--- src/rtl/mxint_add_seq.sv ---
// Sequential MXINT block adder: aligns two scaled element blocks, sums LANES
// elements per cycle, then normalises/rounds/saturates into one result block.
module mxint_add_seq #(
  parameter int ELEM_WIDTH  = 8,
  parameter int BLOCK_SIZE  = 32,
  parameter int SCALE_WIDTH = 8,
  parameter int LANES       = 4
) (
  input  logic                               clk,
  input  logic                               rst,
  input  logic                               i_valid,
  output logic                               o_ready,
  input  logic                               i_round,
  input  logic [SCALE_WIDTH-1:0]             i_scale_a,
  input  logic [SCALE_WIDTH-1:0]             i_scale_b,
  input  logic [BLOCK_SIZE*ELEM_WIDTH-1:0]   i_elements_a,
  input  logic [BLOCK_SIZE*ELEM_WIDTH-1:0]   i_elements_b,
  output logic                               o_valid,
  input  logic                               i_ready,
  output logic [SCALE_WIDTH-1:0]             o_scale,
  output logic [BLOCK_SIZE*ELEM_WIDTH-1:0]   o_elements,
  output logic                               o_overflow,
  output logic [1:0]                         o_dbg_state
);

  localparam int W  = ELEM_WIDTH;
  localparam int SW = SCALE_WIDTH;
  localparam int N  = BLOCK_SIZE / LANES;
  localparam int LW = (N > 1) ? $clog2(N) : 1;
  localparam logic signed [W:0] MAX_POS = {2'b00, {(W-1){1'b1}}};
  localparam logic signed [W:0] MAX_NEG = -MAX_POS;
  localparam logic [SW-1:0] SCALE_TOP = {{(SW-1){1'b1}}, 1'b0};

  typedef enum logic [1:0] {IDLE, SUM, NORM, DONE} state_e;

  // Handshake: a transfer happens on a rising edge where valid and ready are
  // both high; o_valid holds with stable data until i_ready is seen.
  state_e                 state_q;
  logic [LW-1:0]          lane_q;
  logic [SW-1:0]          scale_a_q, scale_b_q;
  logic                   round_q;
  logic                   need_norm_q;
  logic [W-1:0]           ea_q [N][LANES];
  logic [W-1:0]           eb_q [N][LANES];
  logic signed [W:0]      sum_q [N][LANES];
  logic [W-1:0]           out_q [N][LANES];
  logic                   o_valid_q, o_overflow_q;
  logic [SW-1:0]          o_scale_q;

  logic [W-1:0]           in_a [N][LANES];
  logic [W-1:0]           in_b [N][LANES];

  for (genvar g = 0; g < BLOCK_SIZE; g++) begin : g_flat
    assign in_a[g / LANES][g % LANES]  = i_elements_a[g*W +: W];
    assign in_b[g / LANES][g % LANES]  = i_elements_b[g*W +: W];
    assign o_elements[g*W +: W]        = out_q[g / LANES][g % LANES];
  end

  logic                   a_big, nan, kill, ovf, any_out, last_lane;
  logic [SW-1:0]          xm, diff, shamt, scale_d;
  logic signed [W:0]      ext_a, ext_b, s_val, h_val, sat_val;
  logic signed [W:0]      lane_sum [LANES];
  logic [W-1:0]           lane_out [LANES];

  always_comb begin
    a_big   = scale_a_q >= scale_b_q;
    xm      = a_big ? scale_a_q : scale_b_q;
    diff    = a_big ? (scale_a_q - scale_b_q) : (scale_b_q - scale_a_q);
    shamt   = (diff > SW'(W + 1)) ? SW'(W + 1) : diff;
    nan     = (&scale_a_q) | (&scale_b_q);
    ovf     = !nan && (xm == SCALE_TOP) && need_norm_q;
    kill    = nan | ovf;
    scale_d = kill ? {SW{1'b1}} : xm + SW'(need_norm_q);
    last_lane = (lane_q == LW'(N - 1));
    any_out = 1'b0;
    ext_a   = '0;
    ext_b   = '0;
    s_val   = '0;
    h_val   = '0;
    sat_val = '0;
    for (int l = 0; l < LANES; l++) begin
      ext_a = {ea_q[lane_q][l][W-1], ea_q[lane_q][l]};
      ext_b = {eb_q[lane_q][l][W-1], eb_q[lane_q][l]};
      if (a_big) ext_b = ext_b >>> shamt;
      else       ext_a = ext_a >>> shamt;
      lane_sum[l] = ext_a + ext_b;
      if (lane_sum[l] > MAX_POS || lane_sum[l] < MAX_NEG) any_out = 1'b1;

      // Halving floors; round-to-nearest bumps only odd positive sums, since
      // for negative ties the floor already points away from zero.
      s_val = sum_q[lane_q][l];
      if (need_norm_q) begin
        h_val = s_val >>> 1;
        h_val = h_val + (W+1)'(round_q & s_val[0] & ~s_val[W]);
      end else begin
        h_val = s_val;
      end
      if (h_val > MAX_POS)      sat_val = MAX_POS;
      else if (h_val < MAX_NEG) sat_val = MAX_NEG;
      else                      sat_val = h_val;
      lane_out[l] = kill ? '0 : sat_val[W-1:0];
    end
  end

  always_ff @(posedge clk) begin
    if (rst) begin
      state_q      <= IDLE;
      lane_q       <= '0;
      need_norm_q  <= 1'b0;
      o_valid_q    <= 1'b0;
      o_scale_q    <= '0;
      o_overflow_q <= 1'b0;
      out_q        <= '{default: '0};
    end else begin
      case (state_q)
        IDLE: begin
          if (i_valid) begin
            scale_a_q   <= i_scale_a;
            scale_b_q   <= i_scale_b;
            round_q     <= i_round;
            ea_q        <= in_a;
            eb_q        <= in_b;
            need_norm_q <= 1'b0;
            lane_q      <= '0;
            state_q     <= SUM;
          end
        end
        SUM: begin
          for (int l = 0; l < LANES; l++) sum_q[lane_q][l] <= lane_sum[l];
          need_norm_q <= need_norm_q | any_out;
          if (last_lane) begin
            lane_q  <= '0;
            state_q <= NORM;
          end else begin
            lane_q  <= lane_q + 1'b1;
          end
        end
        NORM: begin
          for (int l = 0; l < LANES; l++) out_q[lane_q][l] <= lane_out[l];
          if (last_lane) begin
            lane_q       <= '0;
            state_q      <= DONE;
            o_valid_q    <= 1'b1;
            o_scale_q    <= scale_d;
            o_overflow_q <= ovf;
          end else begin
            lane_q       <= lane_q + 1'b1;
          end
        end
        DONE: begin
          if (i_ready) begin
            o_valid_q <= 1'b0;
            state_q   <= IDLE;
          end
        end
        default: state_q <= IDLE;
      endcase
    end
  end

  assign o_ready     = (state_q == IDLE) && !rst;
  assign o_valid     = o_valid_q;
  assign o_scale     = o_scale_q;
  assign o_overflow  = o_overflow_q;
  assign o_dbg_state = state_q;

endmodule
--- config.mk ---
export PLATFORM = sky130hd
export DESIGN_NAME = mxint_add_seq
export DESIGN_NICKNAME = d
export VERILOG_FILES = /design/src/rtl/mxint_add_seq.sv
export SDC_FILE = /design/constraint.sdc
export NUM_CORES = 1
export LEC_CHECK = 0
export CAP_MARGIN = 0
export CORE_MARGIN = 1.5
export CORE_UTILIZATION = 41
export CTS_BUF_LIST = sky130_fd_sc_hd__clkbuf_4
export DETAILED_ROUTE_END_ITERATION = 6
export MAX_ROUTING_LAYER = met4
export PLACE_DENSITY = 0.67
export SYNTH_ARGS = -nofsm -noshare
export SYNTH_HDL_FRONTEND = slang
export SYNTH_SLANG_ARGS = --single-unit
export TNS_END_PERCENT = 100
--- constraint.sdc ---
create_clock -name clk -period 15.35 [get_ports clk]
set_clock_uncertainty 0.05 [all_clocks]
set_input_delay 2.3025 -clock clk [delete_from_list [all_inputs] [get_ports clk]]
set_output_delay 2.3025 -clock clk [all_outputs]
set_load 0.02 [all_outputs]
## Yosys cells after proc, flatten, opt, wreduce, memory -nomap -nowiden

Memory sizes are Yosys's and may differ from the RTL's. A register that Yosys moved wholly into a read port is not among the register bits.
Cells that the tools add are included.

- Register bits after elaboration: 801
- Bits in writable memories: 288
- Input port bits: 533
- Logic and storage cells: 263
- Memories kept: 1

- Add/subtract/negate cells: 12
- Magnitude comparators: 20
- Equality and inequality tests: 9
- Shifts and indexed selects: 8
- Multiplexer cells: 68
- Bitwise operators: 17
- Reduce and logical (&&, ||, !) cells: 23

Memories:

| name | depth | width | rd ports | clocked after Yosys merged registers in | write ports | line | RTL |
|---|---|---|---|---|---|---|---|
| sum_q | 8 | 36 | 1 | 1 | 1 | 45 | `logic signed [W:0] sum_q [N][LANES];` |

Operators by type and width:

| kind | number |
|---|---|
| bitwise mux 256 bit | 4 |
| demux 32 bit (select 3 bit) | 4 |
| binary-select mux 32 bit (select 3 bit) | 2 |
| two-way mux 32 bit | 5 |
| two-way mux 8 bit | 17 |
| two-way mux 9 bit | 12 |
| adder 9 bit | 8 |
| greater-than comparator 9 x 8 -> 1 bit (second input constant) | 8 |
| < comparator 9 x 8 -> 1 bit (second input constant) | 8 |
| >>> shifter 8 x 8 -> 9 bit | 8 |
| bitwise AND 1 x 9 -> 9 bit | 4 |
| NOT 1 -> 9 bit | 4 |
| two-way mux 24 bit | 1 |
| two-way mux 16 bit | 1 |
| AND reduction 8 bit | 2 |
| subtractor 8 bit | 2 |
| two-way mux 3 bit | 4 |
| two-way mux 1 bit | 10 |
| adder 8 x 1 -> 8 bit | 1 |
| equality test 8 bit (second input constant) | 1 |
| >= comparator 8 bit | 1 |
| greater-than comparator 8 x 4 -> 1 bit (second input constant) | 1 |
| two-way mux 2 bit | 4 |
| != test 2 bit (second input constant) | 4 |
| other kinds (22) | 41 |

## Depth between registers and ports, before layout

- Depth after elaboration: 15
- Depth in mapped cells: 31
- Gate-level depth less buffers: 27

## Worst setup path before layout

Ideal clock, no wire load.

- Path kind: input to register
- Start: in rst
- End: reg ea_q[0] (netlist bit) (enable)
- Arrival: 14967 ps
- Required time: 14340 ps
- Slack: -627 ps
- Stages: 4
- Buffers on the path: 2
- Cell sequence: clkbuf_1 -> clkbuf_1 -> nor2b_1 -> and2_1

- Word-level cells in the longest chain between the ends: 2

RTL lines:

| element | line | RTL |
|---|---|---|
| start: declaration | 10 | `input logic rst,` |
| NOT 1 bit (no source line) | - |  |
| AND reduction 3 bit (no source line) | - |  |
| end signal: assignment | 121 | `ea_q <= in_a;` |
| end: declaration | 43 | `logic [W-1:0] ea_q [N][LANES];` |

No other way between the ends.
A chain may end at the register's enable or synchronous reset.

==> summary.txt <==
Timing
  – Setup-failing EPs final: 0
  – Worst-margin pin slew: 1197 ps
  – FMAX: 124.5 MHz
  – Setup TNS: 0 ps
  – Setup ws final: 7319 ps
  – RSZ-0062 raised after global routing: no
  – Min Tclk post-route: 8031 ps
  – Slew headroom: 19.91%
  – Fin crit share: 52.32%
  – Final Max Tran Viols: 0
  – Hold Slack: 402.1 ps
  – Hold Violations, Final: 0

Placement
  – IO buf count: 801
  – Placed instance area: 53720 sq um
  – Placer Congestion: 0.8963
  – Final HPWL DP: 98.98 mm
  – Pre-CTS setup slack: 7491 ps

Clocking
  – Post-CTS setup buffers: 0
  – Total CTS buffers: 297
  – CTS resizes: 0
  – Worst-skew pair later-pin latency: 1180 ps
  – Max Root-Sink Buffers: 4
  – CTS H-tree depth: 5
  – CTS tree: yes
  – Post-CTS Hold Buffers: 0
  – Worst-path clk slew: 60 ps
  – Root Buffer: clkbuf_4
  – Sink Count: 1092

Cells and area
  – Cell area after layout: 57190 sq um
  – Register area: 30050 sq um
  – Nets: 4759
  – Filler cell count: 9065
  – Area taken by multi-input logic gates: 13230 sq um
  – Area grow syn2layout: 29.59%
  – Share of layout cells above drive strength 1: 15.38%

Critical path
  – CP required: 16230 ps
  – Delay of the slowest cell on the worst path: 770 ps
  – CP endpoint kind: flop
  – Worst Path Arrival: 8910 ps
  – Worst path slowest cell: buf_4
  – Worst setup SP type: flop
  – Kind of critical path: flop to flop
  – Worst-path maximum fanout: 68
  – Most frequent CP cell: mux2i_1

Synthesis
  – Synth top area cells: edfxtp_1, dfxtp_1, mux4_2
  – Mapped Cells: 3186
  – Netlist Area Pre-Place: 44130 sq um
  – Area leader, netlist: edfxtp_1
  – Mapped Nets: 3788
  – Mean Syn Cell Area: 13.85 sq um
  – Synth cell types: 84
  – EDFF count, synth: 817
  – FF+latch count, synth: 1092
  – Top_reg_cell synth: edfxtp_1
  – Post-synth ARST share: 0%
  – Top cell type's share of synthesized area: 55.59%
  – Register area share after synthesis: 68.06%
  – YS warnings: 0

Route
  – WL final: 141.8 mm
  – WL/cell: 24.64 microns
  – DRC: 0
  – Vias: 32120
  – Iteration-0 DRC Markers: 2691
  – Vias/cell: 5.581
  – Pre-antenna DRT Iters: 5
  – Antenna viol nets, final: 0

Job
  – Max cap viols: 0

Global route
  – Met3 usage: 6.378%
  – Global-route usage over all layers: 25.83%
  – GRT met2 Usage: 42.89%
  – First-pass GRT wire length: 201.5 mm
  – Vias in the first global route: 31250
  – M1 GR Usage: 30.32%
  – Initial antenna violation count: 33
  – Largest net degree at the start of global routing: 180
  – Total grt overflow: 0
  – Gr busiest metal: met2

Power and ir drop
  – Clk pwr share: 23.1%
  – Lkg Pwr: 19.71 nW
  – Internal power: 6.559 mW
  – Sequential share of power: 40.2%
  – Logic pwr share: 36.7%
  – Power per cell area: 182.6 nW/um^2
  – Pwr Total: 10.45 mW
  – Worst vdd ir: 0.1367 mV
  – Sw frac: 37.21%
  – Sw Pwr: 3.886 mW

Floorplanning
  – I/O Pins: 802
  – Rows: 120
  – Die height: 331.1 microns
  – Die area: 109600 sq um
  – Core area: 106900 sq um
  – Starting Density: 41.28%
  – Die W: 331.1 microns

Min path
  – Worst hold path type: flop to flop

Outcome
  – Status: finished clean
==> per-stage QoR <==
step | instances | utilization, %
6_report | 5755 | 53.50
5_1_grt | 5755 | 53.50
2_1_floorplan | 3186 | -
3_5_place_dp | 5261 | 50.25
4_1_cts | 5732 | 53.45
3_3_place_gp | 5261 | 50.25
==> state kept, by name, indices dropped and copies added, names as in the netlist, named ones only <==
name and count:
ea_q 256, eb_q 256, lane_q 3, need_norm_q 1
o_dbg_state 2, o_elements 256, o_overflow 1, o_scale 8
o_valid 1, round_q 1, scale_a_q 8, scale_b_q 8
sum_q 288
==> synth_stat cells (60+ instances only) <==
cell and number:
a21oi_1 124, a22o_1 104, a22oi_1 132, clkbuf_1 124, dfxtp_1 275, edfxtp_1 817
ha_1 63, mux2i_1 68, mux4_2 72, nand2_1 278, nand3_1 60, nor2_1 142
o21ai_0 211, o22ai_1 143
==> critical path, delay by kind of cell, from the launching register on <==
kind | cells | cell delay [ps]
simple gates | 3 | 320
xor+xnor | 1 | 190
fa+ha+maj | 4 | 1360
flops | 1 | 430
compound gates | 13 | 3000
buf+inv | 4 | 1460
mux | 3 | 960
==> logic make-up after synthesis <==
logic type,count (synthesis),synth area share [%]
AOI/OAI and AO/OA,870,12.95
and+or+nand+nor,678,7.238
adders and majority gates,86,2.444
buffers and inverters,244,2.279
muxes,186,6.410
DFF,1092,68.06
xor gates and xnor gates,30,0.6124
==> path summary, 6_finish.rpt <==
check,start,end,slack (ps),cells past startpoint
setup / recovery,scale_a_q[0],need_norm_q,7320,28
hold / removal,o_elements[177],o_elements[177],400,2
setup reg to reg,scale_a_q[0],need_norm_q,7320,28
hold reg to reg,o_elements[177],o_elements[177],400,2
==> power groups by stage <==
| stage | logic (mW) | registers [mW] | clock network, mW |
|---|---|---|---|
| floorplan | 2.32 | 4.29 | 0 |
| detailed placement | 3.81 | 4.26 | 0 |
| finish | 3.84 | 4.20 | 2.41 |
| CTS | 3.82 | 4.20 | 2.47 |
| global placement | 3.75 | 4.25 | 0 |
| global route | 4.14 | 4.22 | 2.62 |
==> final cells by class <==
cell class,instances,share of cell area (%)
Antenna cell,23,0.1006
Clock buffer,419,5.500
Clock inverter,52,0.4769
Inverter,56,0.3675
Multi-Input combinational cell,1850,23.12
Sequential cell,1092,52.53
Tap cell,1403,3.069
Timing Repair Buffer,860,14.83
==> layout by cell type (no fill, tap or decap), drive strengths merged, types with 8 or more instances in the layout <==
| cell | count |
|---|---|
| edfxtp | 817 |
| clkdlybuf4s50 | 800 |
| clkbuf | 419 |
| nand2 | 278 |
| dfxtp | 275 |
| o21ai | 222 |
| nor2 | 144 |
| o22ai | 143 |
| a22oi | 132 |
| a21oi | 124 |
| a22o | 104 |
| mux4 | 72 |
| mux2i | 70 |
| ha | 63 |
| inv | 63 |
| nand3 | 60 |
| buf | 60 |
| mux2 | 44 |
| nor3 | 40 |
| clkinv | 39 |
| or4 | 35 |
| nand4 | 29 |
| a211oi | 24 |
| diode | 23 |
| xnor2 | 21 |
| o211ai | 18 |
| maj3 | 17 |
| and2 | 17 |
| nand2b | 13 |
| a21o | 12 |
| o21a | 12 |
| and3 | 9 |
| a31oi | 9 |
| xor2 | 9 |
| nor2b | 8 |
| a221oi | 8 |
==> per-layer routing <==
layer	part of all wire [%]	routed length, microns
met1	38	54070
met3	7.9	11180
met4	2.9	4089
met5	0	0
met2	51	72470
Power figures use the tool's default switching activity.
